[config.mk]
export PLATFORM = sky130hd
export DESIGN_NAME = gpu_mode_ctrl
export DESIGN_NICKNAME = d
export VERILOG_FILES = /design/src/rtl/gpu_mode_ctrl.sv
export SDC_FILE = /design/constraint.sdc
export NUM_CORES = 1
export LEC_CHECK = 0
export CAP_MARGIN = 20
export CORE_UTILIZATION = 50
export CTS_BUF_LIST = sky130_fd_sc_hd__clkbuf_4 sky130_fd_sc_hd__clkbuf_8
export DETAILED_ROUTE_END_ITERATION = 8
export GPL_ROUTABILITY_DRIVEN = 0
export PLACE_DENSITY = 0.81
export SLEW_MARGIN = 20
export SYNTH_ARGS = -nofsm -noshare
export SYNTH_HDL_FRONTEND = slang
export SYNTH_SLANG_ARGS = --single-unit
[constraint.sdc]
create_clock -name clk -period 2.2 [get_ports clk]
set_clock_uncertainty 0.2 [all_clocks]
set_input_delay 0.44 -clock clk [delete_from_list [all_inputs] [get_ports clk]]
set_output_delay 0.44 -clock clk [all_outputs]
set_load 0.02 [all_outputs]
[src/rtl/gpu_mode_ctrl.sv]
// Display mode controller: CPU-requested character/graphics switches are applied
// only on a vsync rising edge, optionally followed by forced-black frames.
module gpu_mode_ctrl #(
  parameter int BLANK_FRAMES = 1
) (
  input  logic       clk,
  input  logic       rst_n,
  input  logic       reg_we,
  input  logic       reg_re,
  input  logic [1:0] reg_addr,
  input  logic [7:0] reg_wdata,
  output logic [7:0] reg_rdata,
  input  logic       vsync,
  output logic       display_mode,
  output logic       blank_out,
  output logic       mode_pending,
  output logic       irq
);

  typedef enum logic [1:0] {
    IDLE    = 2'd0,
    WAIT_VS = 2'd1,
    BLANK   = 2'd2
  } state_t;

  state_t      state_r, state_n;
  logic [3:0]  cnt_r, cnt_n;
  logic        req_mode_r, req_mode_n;
  logic        display_mode_r, display_mode_n;
  logic        done_r, done_n;
  logic        irq_en_r, irq_en_n;
  logic        blank_en_r, blank_en_n;
  logic        blank_out_r, mode_pending_r, irq_r;
  logic [7:0]  rdata_r, rdata_n;
  logic        vsync_q_r;
  logic        hist_valid_r;
  logic        edge_s;
  logic        done_set_s;
  logic        w1c_s;

  // The first sample after reset only primes the history, so a vsync
  // already high at release is not taken as a boundary.
  assign edge_s = vsync & ~vsync_q_r & hist_valid_r;
  assign w1c_s  = reg_we & (reg_addr == 2'd1) & reg_wdata[2];

  // Mode-switch FSM next state, counter and display mode.
  always_comb begin
    state_n        = state_r;
    cnt_n          = cnt_r;
    display_mode_n = display_mode_r;
    done_set_s     = 1'b0;
    case (state_r)
      IDLE: begin
        if (req_mode_r != display_mode_r) state_n = WAIT_VS;
        else                              state_n = IDLE;
      end
      WAIT_VS: begin
        if (req_mode_r == display_mode_r) begin
          state_n = IDLE;
        end else if (edge_s) begin
          display_mode_n = req_mode_r;
          if (blank_en_r) begin
            state_n = BLANK;
            cnt_n   = 4'(BLANK_FRAMES);
          end else begin
            state_n    = IDLE;
            done_set_s = 1'b1;
          end
        end else begin
          state_n = WAIT_VS;
        end
      end
      BLANK: begin
        if (edge_s) begin
          if (cnt_r <= 4'd1) begin
            state_n    = IDLE;
            cnt_n      = 4'd0;
            done_set_s = 1'b1;
          end else begin
            cnt_n = cnt_r - 4'd1;
          end
        end else begin
          state_n = BLANK;
        end
      end
      default: begin
        state_n = IDLE;
        cnt_n   = 4'd0;
      end
    endcase
  end

  // Register file writes and the registered read mux.
  always_comb begin
    req_mode_n = (reg_we && reg_addr == 2'd0) ? reg_wdata[0] : req_mode_r;
    irq_en_n   = (reg_we && reg_addr == 2'd2) ? reg_wdata[0] : irq_en_r;
    blank_en_n = (reg_we && reg_addr == 2'd2) ? reg_wdata[1] : blank_en_r;
    // A set event in the same cycle as the clear keeps the flag set.
    done_n     = done_set_s ? 1'b1 : (w1c_s ? 1'b0 : done_r);
    rdata_n    = rdata_r;
    if (reg_re) begin
      case (reg_addr)
        2'd0:    rdata_n = {7'd0, req_mode_r};
        2'd1:    rdata_n = {5'd0, done_r, mode_pending_r, display_mode_r};
        2'd2:    rdata_n = {6'd0, blank_en_r, irq_en_r};
        default: rdata_n = 8'h00;
      endcase
    end else begin
      rdata_n = rdata_r;
    end
  end

  // State and output registers.
  always_ff @(posedge clk or negedge rst_n) begin
    if (!rst_n) begin
      state_r        <= IDLE;
      cnt_r          <= 4'd0;
      req_mode_r     <= 1'b0;
      display_mode_r <= 1'b0;
      done_r         <= 1'b0;
      irq_en_r       <= 1'b0;
      blank_en_r     <= 1'b0;
      blank_out_r    <= 1'b0;
      mode_pending_r <= 1'b0;
      irq_r          <= 1'b0;
      rdata_r        <= 8'h00;
      vsync_q_r      <= 1'b0;
      hist_valid_r   <= 1'b0;
    end else begin
      state_r        <= state_n;
      cnt_r          <= cnt_n;
      req_mode_r     <= req_mode_n;
      display_mode_r <= display_mode_n;
      done_r         <= done_n;
      irq_en_r       <= irq_en_n;
      blank_en_r     <= blank_en_n;
      blank_out_r    <= (state_n == BLANK);
      mode_pending_r <= (state_n == WAIT_VS);
      irq_r          <= done_n & irq_en_n;
      rdata_r        <= rdata_n;
      vsync_q_r      <= vsync;
      hist_valid_r   <= 1'b1;
    end
  end

  assign reg_rdata    = rdata_r;
  assign display_mode = display_mode_r;
  assign blank_out    = blank_out_r;
  assign mode_pending = mode_pending_r;
  assign irq          = irq_r;

endmodule
## Word level (Yosys, flattened, before mapping)

Cells that the tools add are included.
W data, S select, Z words.

| storage, ports and cells | value |
|---|---|
| logic and storage cells | 64 |
| bits in read-only memories | 0 |
| flip-flop bits (word level) | 24 |
| memories | 0 |
| input port bits | 15 |
| memory bits (writable) | 0 |
| latch bits | 0 |

| operators by class | value |
|---|---|
| $mul | 0 |
| bitwise gates (word level) | 8 |
| shifts and indexed selects | 0 |
| multiplexer cells | 23 |
| divide/modulo/power cells | 0 |
| order comparisons | 1 |
| $add $sub $neg | 1 |
| equality and inequality tests | 12 |
| reductions and logical operators | 6 |

Operators with widths:

| cell | number |
|---|---|
| $mux W4 | 5 |
| $pmux W4 S3 | 1 |
| $mux W2 | 5 |
| $mux W1 | 9 |
| $pmux W3 S3 | 1 |
| $ne A2 B2 Y1 const B | 4 |
| $eq A2 B1 Y1 const B | 3 |
| $eq A2 B2 Y1 const B | 3 |
| $pmux W2 S3 | 1 |
| $and A1 B1 Y1 | 5 |
| $reduce_and A5 Y1 | 1 |
| $le A4 B1 Y1 const B | 1 |
| $logic_not A2 Y1 | 2 |
| $sub A4 B1 Y4 const B | 1 |
| $not A1 Y1 | 3 |
| $reduce_and A3 Y1 | 1 |
| $logic_and A1 B1 Y1 | 2 |
| $pmux W1 S2 | 1 |
| $eq A1 B1 Y1 | 1 |
| $ne A1 B1 Y1 | 1 |

## Logic depth before layout (Yosys ltp)

Gate-level depths: netlist (run 1).

| logic depth | value |
|---|---|
| depth after elaboration | 8 |
| depth in mapped cells | 6 |
| depth with buffers taken out | 6 |

## Worst setup path before layout (run 1)

OpenSTA, ideal clock, no wires.

| timing | value |
|---|---|
| path kind | register -> register |
| start point | reg state_r[0] |
| end point | reg cnt_r[0] |
| data arrival time | 1.498 ns |
| slack | 0.377 ns |
| cell stages (with the launch flop) | 7 |
| period minus slack after synthesis | 1.823 ns |
| path buffers | 0 |
| path through | dfrtp_1 > inv_1 > ha_1 > nor2_1 > a31o_2 > o21ba_4 > mux2_4 |

| on the way | value |
|---|---|
| word-level cells in the longest chain between the ends | 3 |
| elaborated cells on any way between the ends | 10 |

Ends and longest elaborated chain:

| item | RTL line | RTL |
|---|---|---|
| from (decl) | 26 | `state_t state_r, state_n;` |
| from (signal assigned) | 130 | `state_r <= state_n;` |
| $eq A2 B1 Y1, or another cell as far along | 52 | `case (state_r)` |
| $ne A2 B2 Y1 (no source line) / $not A1 Y1 (equally long branches) | - |  |
| $reduce_and A5 Y1 (no source line) | - |  |
| to (signal assigned) | 131 | `cnt_r <= cnt_n;` |
| to (decl) | 27 | `logic [3:0] cnt_r, cnt_n;` |

Several ways; a longest one is shown, not always the timed one.
A chain may end at the register's enable or synchronous reset.

## Worst setup path after layout (run 1)

Ends and elaborated chain as after synthesis.

==> impl_metrics.yaml, run 1 <==
yosys:
  mappedNetlistArea_um2: 1080
  synth.lib_cells_used.distinct: 36
  syn-mean-instance-area_um2: 10.6
  synth-warning-count: 0
  share_of_yosys_cell_area_claimed_by_the_top_area_cell_type_pct: 43.9
  synth-edff-count: 0
  postSynthCellCount: 102
  synth_sequential_area_ratio_pct: 43.9
  synth-main-ff-cell: "sky130_fd_sc_hd__dfrtp_1"
  synth-seq-cells: 19
  synth.largest_area_cell: "sky130_fd_sc_hd__dfrtp_1"
  ys_top_cells_by_area: "sky130_fd_sc_hd__dfrtp_1 (44%), sky130_fd_sc_hd__ha_1 (6.9%), sky130_fd_sc_hd__mux2_2 (4.2%), sky130_fd_sc_hd__buf_4 (3.5%), sky130_fd_sc_hd__inv_1 (3.1%)"
  ys_async_rst_share_pct: 100
setup_path:
  critical_path.cell_chain: "inv_1 > ha_1 > nor2_1 > a31o_2 > o21ba_4 > mux2_4"
  critical_path_peak_fanout: 8
  critical_path_arrival_ns: 2.02
  critPathSlowestCell: "sky130_fd_sc_hd__dfrtp_1"
  end_kind: "flop"
  critical_setup_path_class: "flop to flop"
  setup.worst_path.start_class: "flop"
  timing.critical_path.slowest_cell_delay_ns: 0.42
  timing.reg2reg.worst_path_depth: 6
  data_required_time_at_the_worst_endpoint_ns: 2.19
global_routing:
  grt_first_pass_wirelength_um: 3560
  residual_overflow_from_global_routing: 0
  globalRouteTotalUtil_pct: 19.4
  grt_start_max_net_pins: 20
  first_global_vias: 801
  number_of_antenna_violations_at_the_first_check_in_global_routing: 0
sta:
  holdWs_ns: 0.264
  finalWorstPathRequiredPeriod_ns: 2.03
  final_hold_viol_count: 0
  finalSetupViolCount: 0
  layout_setup_ws_ns: 0.171
  timing_limited_maximum_frequency_mhz: 493
  final-max-slew-violation-count: 0
  layout_worst_path_cycle_share_pct: 92.2
  unrepaired_setup_endpoints_after_global_routing: "false"
clock_network:
  cts_setup_buffers: 0
  clock_tree.htree_level_count: 1
  cts_hold_repair.buffers: 0
  tritoncts_num_sinks: 19
  cts_resized: 0
  clk_transition_reported_paths_ns: 0.11
  cts_root_buffer: "sky130_fd_sc_hd__clkbuf_4"
  cts_max_path_buffers: 2
  total_cts_buffers: 3
  clock_latency_ns: 0.29
  cts_tree: "yes"
die:
  rows: 16
  start_util_pct: 54.1
  core_um2: 2000
  top_level_ports: 27
  die_y_um: 48.6
  die_w_um: 48.6
  fp.dieArea_um2: 2360
route:
  detail-route-antenna-nets: 0
  post-route-drc-count: 0
  vias: 801
  routed_wl_um: 1970
  detailedRoute.firstIterationViolations: 12
  detailedRoute.firstPassIterationCount: 4
  routed_via_density: 5.38
  wire_per_inst_um: 13.2
finish:
  syn2layout_area_growth_pct: 19.1
  fin_nets: 144
  finish.utilization_pct: 64.4
  filler_free_cell_count_of_the_finished_design: 149
  num_antenna_cells: 0
  layout-drive-gt1-share_pct: 13.1
power:
  internal_power_w: 0.000790
  post-layout-total-power_w: 0.00128
  clockPowerShare_pct: 13.7
  power_frac_seq_pct: 39.9
  switching_pwr_w: 0.000491
  vdd_ir_drop_max_v: 0.000641
  power_density_nw_per_um2: 993
  static-leakage-power_nw: 0.574
  switching_share_pct: 38.3
  power.combinational.fraction_pct: 46.5
min_path:
  hold_path.class: "primary input to async pin"
status:
  status: "completed"
placed_design:
  count_of_buffers_inserted_at_the_top_level_ports: 16
  dp_slack_ns: -0.00487
  placed_insts: 145
  place_hpwl_um: 1510
run:
  cap_violations: 0
==> worst paths after layout <==
| check | start | slack (ns) | to |
|---|---|---|---|
| min in group clk | done_r$_DFF_PN0_ | 0.33 | reg_rdata[2]$_DFFE_PN0P_ |
| worst max-delay path | state_r[0]$_DFF_PN0_ | 0.17 | cnt_r[0]$_DFFE_PN0P_ |
| worst max register to register | state_r[0]$_DFF_PN0_ | 0.17 | cnt_r[0]$_DFFE_PN0P_ |
| worst min register to register | done_r$_DFF_PN0_ | 0.33 | reg_rdata[2]$_DFFE_PN0P_ |
| max in group asynchronous | rst_n | 1.34 | state_r[0]$_DFF_PN0_ |
| worst min-delay path | rst_n | 0.26 | reg_rdata[1]$_DFFE_PN0P_ |
==> layout by cell type (no fill, tap or decap), drive strengths merged, types with 2 or more instances in the layout <==
master / instances
nor2: 6
nand4: 2
nor3b: 4
nand3b: 2
o311ai: 3
nor2b: 4
clkbuf: 3
clkdlybuf4s50: 16
conb: 6
nand2: 4
or3: 2
ha: 6
a31oi: 2
o21ai: 2
dfrtp: 19
nand3: 4
inv: 9
mux2: 6
a21oi: 4
==> metrics by stage <==
| step | setup TNS [ns] | cell area [µm²] |
|---|---|---|
| detailed placement | -0.00487 | 1260 |
| floorplan | 0 | 1100 |
| finish | 0 | 1290 |
| global route | 0 | 1290 |
| global placement | 0 | 1260 |
| CTS | 0 | 1290 |
==> worst max-delay path, delay by kind of cell (launching register included) <==
| kind | cells | cell delay, ns |
|---|---|---|
| multiplexers | 1 | 0.30 |
| AND/OR/NAND/NOR | 1 | 0.08 |
| adder cells (fa/ha/maj) | 1 | 0.33 |
| buffers and inverters | 1 | 0.12 |
| AO/OA/AOI/OAI | 2 | 0.46 |
| flip-flops | 1 | 0.42 |
==> power by group through the flow <==
stage	logic, W	clock network [W]	registers [W]
2_1_floorplan	0.000429	0	0.000518
3_3_place_gp	0.000570	0	0.000512
3_5_place_dp	0.000585	0	0.000516
4_1_cts	0.000590	0.000182	0.000510
5_1_grt	0.000661	0.000197	0.000529
6_report	0.000595	0.000175	0.000511
==> metal layers <==
layer | vias up | GRT usage [%] | wire length, µm
met1 | 373 | 26.2 | 945
li1 | 397 | - | -
met2 | 25 | 31.2 | 905
met3 | 6 | 3.46 | 80
met5 | - | 0 | 0
met4 | 0 | 6.86 | 36
==> registers in the layout (all words and copies together), names as in the netlist <==
signal and count:
mode_pending 1, irq 1, state_r 2, hist_valid_r 1, cnt_r 4, vsync_q_r 1
irq_en_r 1, blank_en_r 1, done_r 1, display_mode 1, req_mode_r 1, blank_out 1
reg_rdata 3
==> cell families (layout without fill, tap and decap cells) <==
logic type | count (synthesis) | in the layout | share of synthesized area (%)
flops | 19 | 19 | 43.9
xor+xnor | 1 | 1 | 1.50
mux | 7 | 7 | 7.85
buf+inv | 14 | 30 | 6.58
compound gates | 19 | 19 | 14.0
fa+ha+maj | 6 | 6 | 6.93
simple gates | 34 | 34 | 18.6
other cells | 2 | 6 | 0.693
==> cells in the mapped netlist, types with 2 or more instances <==
library cell / count
sky130_fd_sc_hd__dfrtp_1: 19
sky130_fd_sc_hd__inv_1: 9
sky130_fd_sc_hd__ha_1: 6
sky130_fd_sc_hd__nor2_1: 6
sky130_fd_sc_hd__buf_4: 5
sky130_fd_sc_hd__a21oi_1: 4
sky130_fd_sc_hd__mux2_2: 4
sky130_fd_sc_hd__nand2_1: 4
sky130_fd_sc_hd__nand3_1: 4
sky130_fd_sc_hd__nor2b_1: 4
sky130_fd_sc_hd__nor3b_1: 4
sky130_fd_sc_hd__a31oi_1: 2
sky130_fd_sc_hd__conb_1: 2
sky130_fd_sc_hd__mux2_4: 2
sky130_fd_sc_hd__nand3b_1: 2
sky130_fd_sc_hd__nand4_1: 2
sky130_fd_sc_hd__o21ai_0: 2
sky130_fd_sc_hd__o311ai_0: 2
sky130_fd_sc_hd__or3_1: 2
==> layout make-up <==
type	instances	area, µm²
clock inverter	1	5.00
tap	27	33.8
inverter	9	33.8
fill	170	712
clock buffer	3	22.5
sequential	19	475
multi-input combinational	73	552
timing repair buffer	17	168
(Power assumes the default switching activity.)
==> run 2: changes to the inputs <==
DONT_BUFFER_PORTS = 1   (was unset)
PLACE_DENSITY = unset   (was 0.81)
SKIP_LAST_GASP = 1   (was unset)
clock period = 2 ns   (was 2.2 ns; I/O delays follow)
==> run 2 against run 1 <==
- fmax increased by 6.5%
- count of clock-buffer cells in the layout increased by 1
- critical path depth unchanged
- critical endpoint unchanged
- wire length decreased by 4.7%
==> impl_metrics.yaml, run 2 (same netlist as run 1, synthesis figures left out) <==
die:
  core_um2: 2000
  fp.dieArea_um2: 2360
  die_w_um: 48.6
  top_level_ports: 27
  rows: 16
  start_util_pct: 54.1
  die_y_um: 48.6
setup_path:
  critical_setup_path_class: "flop to flop"
  critical_path_peak_fanout: 5
  critical_path.cell_chain: "inv_1 > ha_1 > nor2_1 > a31o_2 > o21ba_4 > mux2_4"
  data_required_time_at_the_worst_endpoint_ns: 1.98
  timing.critical_path.slowest_cell_delay_ns: 0.42
  setup.worst_path.start_class: "flop"
  critical_path_arrival_ns: 1.89
  end_kind: "flop"
  critPathSlowestCell: "sky130_fd_sc_hd__dfrtp_1"
finish:
  final_area_um2: 1200
  mostFrequentLayoutCell: "sky130_fd_sc_hd__dfrtp_1"
  layout_common_cells: "sky130_fd_sc_hd__dfrtp_1 (19), sky130_fd_sc_hd__inv_1 (9), sky130_fd_sc_hd__ha_1 (6), sky130_fd_sc_hd__conb_1 (6), sky130_fd_sc_hd__nor2_1 (5)"
  seqCellArea_um2: 475
  fill_cells: 179
  layout-drive-gt1-share_pct: 18.8
  syn2layout_area_growth_pct: 10.6
  num_antenna_cells: 0
  register_name_with_the_most_flops: "cnt_r"
  largest_reg_flops: 4
  area_of_the_multi_input_gates_um2: 566
  fin_nets: 134
run:
  cap_violations: 0
sta:
  layout_worst_path_cycle_share_pct: 95.2
  holdWs_ns: 0.0500
  layout_setup_ws_ns: 0.0954
  final_hold_viol_count: 0
  final-max-slew-violation-count: 0
  slew_headroom_pct: 44.9
  finalWorstPathRequiredPeriod_ns: 1.90
  worstMarginPinSlew_ns: 0.824
  finalSetupViolCount: 0
  timing_limited_maximum_frequency_mhz: 525
global_routing:
  first_global_vias: 749
  globalRouteTotalUtil_pct: 18.5
  number_of_antenna_violations_at_the_first_check_in_global_routing: 0
  residual_overflow_from_global_routing: 0
  grt_start_max_net_pins: 20
  grt_first_pass_wirelength_um: 3310
clock_network:
  clock_latency_ns: 0.29
  cts_max_path_buffers: 2
  cts_tree: "yes"
  total_cts_buffers: 3
  cts_root_buffer: "sky130_fd_sc_hd__clkbuf_4"
  clock_tree.htree_level_count: 1
  tritoncts_num_sinks: 19
  clk_transition_reported_paths_ns: 0.10
power:
  clockPowerShare_pct: 14.1
  power_frac_seq_pct: 41.2
  internal_power_w: 0.000884
  post-layout-total-power_w: 0.00142
  vdd_ir_drop_max_v: 0.000692
  switching_share_pct: 37.9
  power.combinational.fraction_pct: 44.7
  power_density_nw_per_um2: 1190
  switching_pwr_w: 0.000540
  static-leakage-power_nw: 0.544
route:
  wire_per_inst_um: 13.5
  routed_via_density: 5.50
  vias: 765
  detailedRoute.firstPassIterationCount: 4
  routed_wl_um: 1870
  detailedRoute.firstIterationViolations: 4
  post-route-drc-count: 0
  detail-route-antenna-nets: 0
min_path:
  hold_path.class: "primary input to flop"
status:
  status: "completed"
placed_design:
  count_of_buffers_inserted_at_the_top_level_ports: 0
  placed_area_um2: 1120
  dp_slack_ns: 0.0569
  place_hpwl_um: 1390
==> run 2: changes by cell type in the layout (fill, tap and decap cells not counted) <==
cell	delta
sky130_fd_sc_hd__nor2_4	+1
sky130_fd_sc_hd__dlygate4sd3_1	+3
sky130_fd_sc_hd__clkdlybuf4s50_1	-16
sky130_fd_sc_hd__o221ai_2	+1
sky130_fd_sc_hd__clkbuf_4	+1
sky130_fd_sc_hd__clkinv_2	-1
sky130_fd_sc_hd__nor2_1	-1
sky130_fd_sc_hd__o221ai_1	-1
sky130_fd_sc_hd__buf_4	+3
==> run 2: area by class of cell <==
type                    count  share of cell area, %
inverters                   9                   2.82
repair buffers              7                   5.01
well taps                  27                   2.82
flip-flops and latches     19                   39.7
multi-input cells          73                   47.2
clock buffers               4                   2.51
==> run 2: worst paths after layout <==
path	startpoint	end	slack, ns	cells after the start
max in group asynchronous	rst_n	cnt_r[1]$_DFFE_PN0P_	0.65	1
min in group asynchronous	rst_n	done_r$_DFF_PN0_	0.44	1
worst min-delay path	reg_re	reg_rdata[1]$_DFFE_PN0P_	0.05	2
worst max register to register	state_r[0]$_DFF_PN0_	cnt_r[0]$_DFFE_PN0P_	0.1	6
worst min register to register	irq_en_r$_DFF_PN0_	irq_en_r$_DFF_PN0_	0.33	1
worst max-delay path	state_r[0]$_DFF_PN0_	cnt_r[0]$_DFFE_PN0P_	0.1	6
==> run 2: power groups by stage <==
stage	clock network (W)	registers [W]	logic [W]
2_1_floorplan	0	0.000570	0.000472
3_3_place_gp	0	0.000592	0.000558
3_5_place_dp	0	0.000593	0.000566
4_1_cts	0.000212	0.000586	0.000581
5_1_grt	0.000225	0.000602	0.000720
6_report	0.000201	0.000587	0.000637
==> run 2: worst max-delay path: cells and delay by family, from the launching register on <==
| kind | cells | cell delay [ns] |
|---|---|---|
| AOI/OAI and AO/OA | 2 | 0.46 |
| buffers and inverters | 1 | 0.11 |
| muxes | 1 | 0.29 |
| adders and majority gates | 1 | 0.25 |
| and+or+nand+nor | 1 | 0.07 |
| DFF | 1 | 0.42 |
==> run 2: timing repair <==
| item | 4_1_cts | 5_1_grt |
|---|---|---|
| hold buffers | 3 | 0 |
| hold endpoints to repair | 23 | 0 |
| setup buffers | 0 | 1 |
| setup endpoints to repair | 0 | 2 |
| resized for setup | 0 | 3 |
==> run 2: per-stage QoR <==
stage / utilization [%] / setup TNS, ns / std cells
4_1_cts: 58.8 / 0 / 138
2_1_floorplan: - / 0 / 106
6_report: 59.9 / 0 / 139
5_1_grt: 59.9 / -0.00343 / 139
3_5_place_dp: 55.8 / 0 / 131
3_3_place_gp: 55.8 / 0 / 131
==> run 2: metal layers <==
metal | wire length (µm) | global-route usage [%] | share of wire, %
met5 | 0 | 0 | 0
met4 | 16 | 4.41 | 0.85
met1 | 911 | 23.7 | 49
met2 | 853 | 29.6 | 46
met3 | 92 | 7.23 | 4.9
==> run 3: changes to the inputs <==
CAP_MARGIN = unset   (was 20)
clock period = 2.35 ns   (was 2 ns; I/O delays follow)
==> run 3 against run 2 <==
- final cell count is 3.6% lower
- hold slack worse by 0.0095 ns
- core utilization is 2.7 points lower
- largest cell class unchanged
==> impl_metrics.yaml, run 3 (same netlist as run 1, synthesis figures left out) <==
clock_network:
  total_cts_buffers: 3
  cts_hold_repair.buffers: 2
  tritoncts_num_sinks: 19
  clock_latency_ns: 0.30
  cts_tree: "yes"
  cts_resized: 0
  cts_max_path_buffers: 2
  cts_setup_buffers: 0
  clock_tree.htree_level_count: 1
  clk_transition_reported_paths_ns: 0.11
  cts_root_buffer: "sky130_fd_sc_hd__clkbuf_4"
setup_path:
  setup.worst_path.start_class: "flop"
  end_kind: "flop"
  data_required_time_at_the_worst_endpoint_ns: 2.35
  rr_endpoint: "cnt_r[0]$_DFFE_PN0P_"
  critical_path.cell_chain: "inv_1 > ha_1 > nor2_1 > a31o_2 > o21ba_4 > mux2_4"
  crit-reg2reg-launch: "state_r[0]$_DFF_PN0_"
  critical_setup_path_class: "flop to flop"
  timing.reg2reg.worst_path_depth: 6
  timing.reg2reg.setup_slack_ns: 0.34
  critical_path_peak_fanout: 8
  critPathSlowestCell: "sky130_fd_sc_hd__dfrtp_1"
  critical_path_arrival_ns: 2.01
  timing.critical_path.slowest_cell_delay_ns: 0.42
route:
  detail-route-antenna-nets: 0
  detailedRoute.firstPassIterationCount: 4
  routed_wl_um: 1890
  vias: 764
  wire_per_inst_um: 14.1
  detailedRoute.firstIterationViolations: 15
  routed_via_density: 5.70
  post-route-drc-count: 0
sta:
  worstMarginPinSlew_ns: 0.815
  final-max-slew-violation-count: 0
  layout_worst_path_cycle_share_pct: 85.4
  unrepaired_setup_endpoints_after_global_routing: "false"
  fin_setup_tns_ns: 0
  final_hold_viol_count: 0
  holdWs_ns: 0.0405
  timing_limited_maximum_frequency_mhz: 498
  slew_headroom_pct: 45.5
  finalWorstPathRequiredPeriod_ns: 2.01
  finalSetupViolCount: 0
die:
  start_util_pct: 54.1
  core_um2: 2000
  die_w_um: 48.6
  die_y_um: 48.6
  fp.dieArea_um2: 2360
  rows: 16
  top_level_ports: 27
power:
  switching_pwr_w: 0.000447
  clockPowerShare_pct: 15.4
  internal_power_w: 0.000715
  power_density_nw_per_um2: 1020
  vdd_ir_drop_max_v: 0.000668
  power.combinational.fraction_pct: 41.2
  static-leakage-power_nw: 0.518
  switching_share_pct: 38.5
  power_frac_seq_pct: 43.4
run:
  cap_violations: 0
global_routing:
  grt_start_max_net_pins: 20
  first_global_vias: 813
  grt_first_pass_wirelength_um: 3490
  globalRouteTotalUtil_pct: 19.6
  number_of_antenna_violations_at_the_first_check_in_global_routing: 0
  residual_overflow_from_global_routing: 0
finish:
  syn2layout_area_growth_pct: 5.66
  fin_nets: 129
  largest_reg_flops: 4
  register_name_with_the_most_flops: "cnt_r"
  num_antenna_cells: 0
  final_area_um2: 1140
  mostFrequentLayoutCell: "sky130_fd_sc_hd__dfrtp_1"
  layout-drive-gt1-share_pct: 14.0
  layout_common_cells: "sky130_fd_sc_hd__dfrtp_1 (19), sky130_fd_sc_hd__inv_1 (9), sky130_fd_sc_hd__nor2_1 (6), sky130_fd_sc_hd__ha_1 (6), sky130_fd_sc_hd__conb_1 (6)"
placed_design:
  count_of_buffers_inserted_at_the_top_level_ports: 0
  placed_area_um2: 1090
  place_hpwl_um: 1370
min_path:
  worstHoldEndpoint: "reg_rdata[0]$_DFFE_PN0P_"
  hold_path.class: "primary input to flop"
  hold_depth: 1
  min-delay-start: "reg_re"
status:
  status: "completed"
==> run 3: cell types whose count changed in the layout (fill, tap and decap cells not counted), sizes merged <==
cell / previous run / this run
buf: 4 / 0
dlygate4sd3: 3 / 2
==> run 3: worst max-delay path by stage <==
stage / slack [ns] / to / depth (start not counted) / from
finish: 0.34 / cnt_r[0]$_DFFE_PN0P_ / 6 / state_r[0]$_DFF_PN0_
detailed placement: 0.39 / cnt_r[0]$_DFFE_PN0P_ / 6 / state_r[0]$_DFF_PN0_
floorplan: 0.53 / cnt_r[0]$_DFFE_PN0P_ / 6 / state_r[0]$_DFF_PN0_
global placement: 0.39 / cnt_r[0]$_DFFE_PN0P_ / 6 / state_r[0]$_DFF_PN0_
global route: 0.14 / cnt_r[3]$_DFFE_PN0P_ / 6 / cnt_r[0]$_DFFE_PN0P_
CTS: 0.37 / cnt_r[1]$_DFFE_PN0P_ / 6 / state_r[0]$_DFF_PN0_
==> run 3: per-layer routing <==
layer | wire, µm | vias up | global-route usage, %
li1 | - | 365 | -
met5 | 0 | - | 0
met1 | 933 | 371 | 25.2
met3 | 70 | 7 | 4.72
met4 | 55 | 0 | 11.3
met2 | 834 | 21 | 30.0
==> run 3: per-stage QoR <==
stage | instances | total power [W] | util (%) | worst slack, ns
after detailed placement | 128 | 0.000971 | 54.7 | 0.390
after CTS | 134 | 0.00116 | 57.2 | 0.368
after floorplan | 106 | 0.000887 | - | 0.527
final | 134 | 0.00116 | 57.2 | 0.342
after global routing | 134 | 0.00127 | 57.2 | 0.143
after global placement | 128 | 0.000966 | 54.7 | 0.391
==> run 3: area by class of cell <==
cell class | instances | area [µm²]
timing repair buffer | 2 | 20.0
inverter | 9 | 33.8
tap | 27 | 33.8
fill | 175 | 857
sequential | 19 | 475
clock buffer | 4 | 30.0
multi-input combinational | 73 | 552
==> run 3: power groups by stage <==
stage / sequential, W / clock, W / combinational (W)
after floorplan: 0.000485 / 0 / 0.000402
after global placement: 0.000503 / 0 / 0.000463
after detailed placement: 0.000505 / 0 / 0.000466
after CTS: 0.000501 / 0.000184 / 0.000480
after global routing: 0.000515 / 0.000201 / 0.000551
final: 0.000504 / 0.000179 / 0.000479
==> run 3: critical path: cells and delay by family, from the launching register on <==
kind,cells,cell delay [ns]
muxes,1,0.29
buffers and inverters,1,0.11
AOI/OAI and AO/OA,2,0.47
DFF,1,0.42
adders and majority gates,1,0.32
and+or+nand+nor,1,0.09
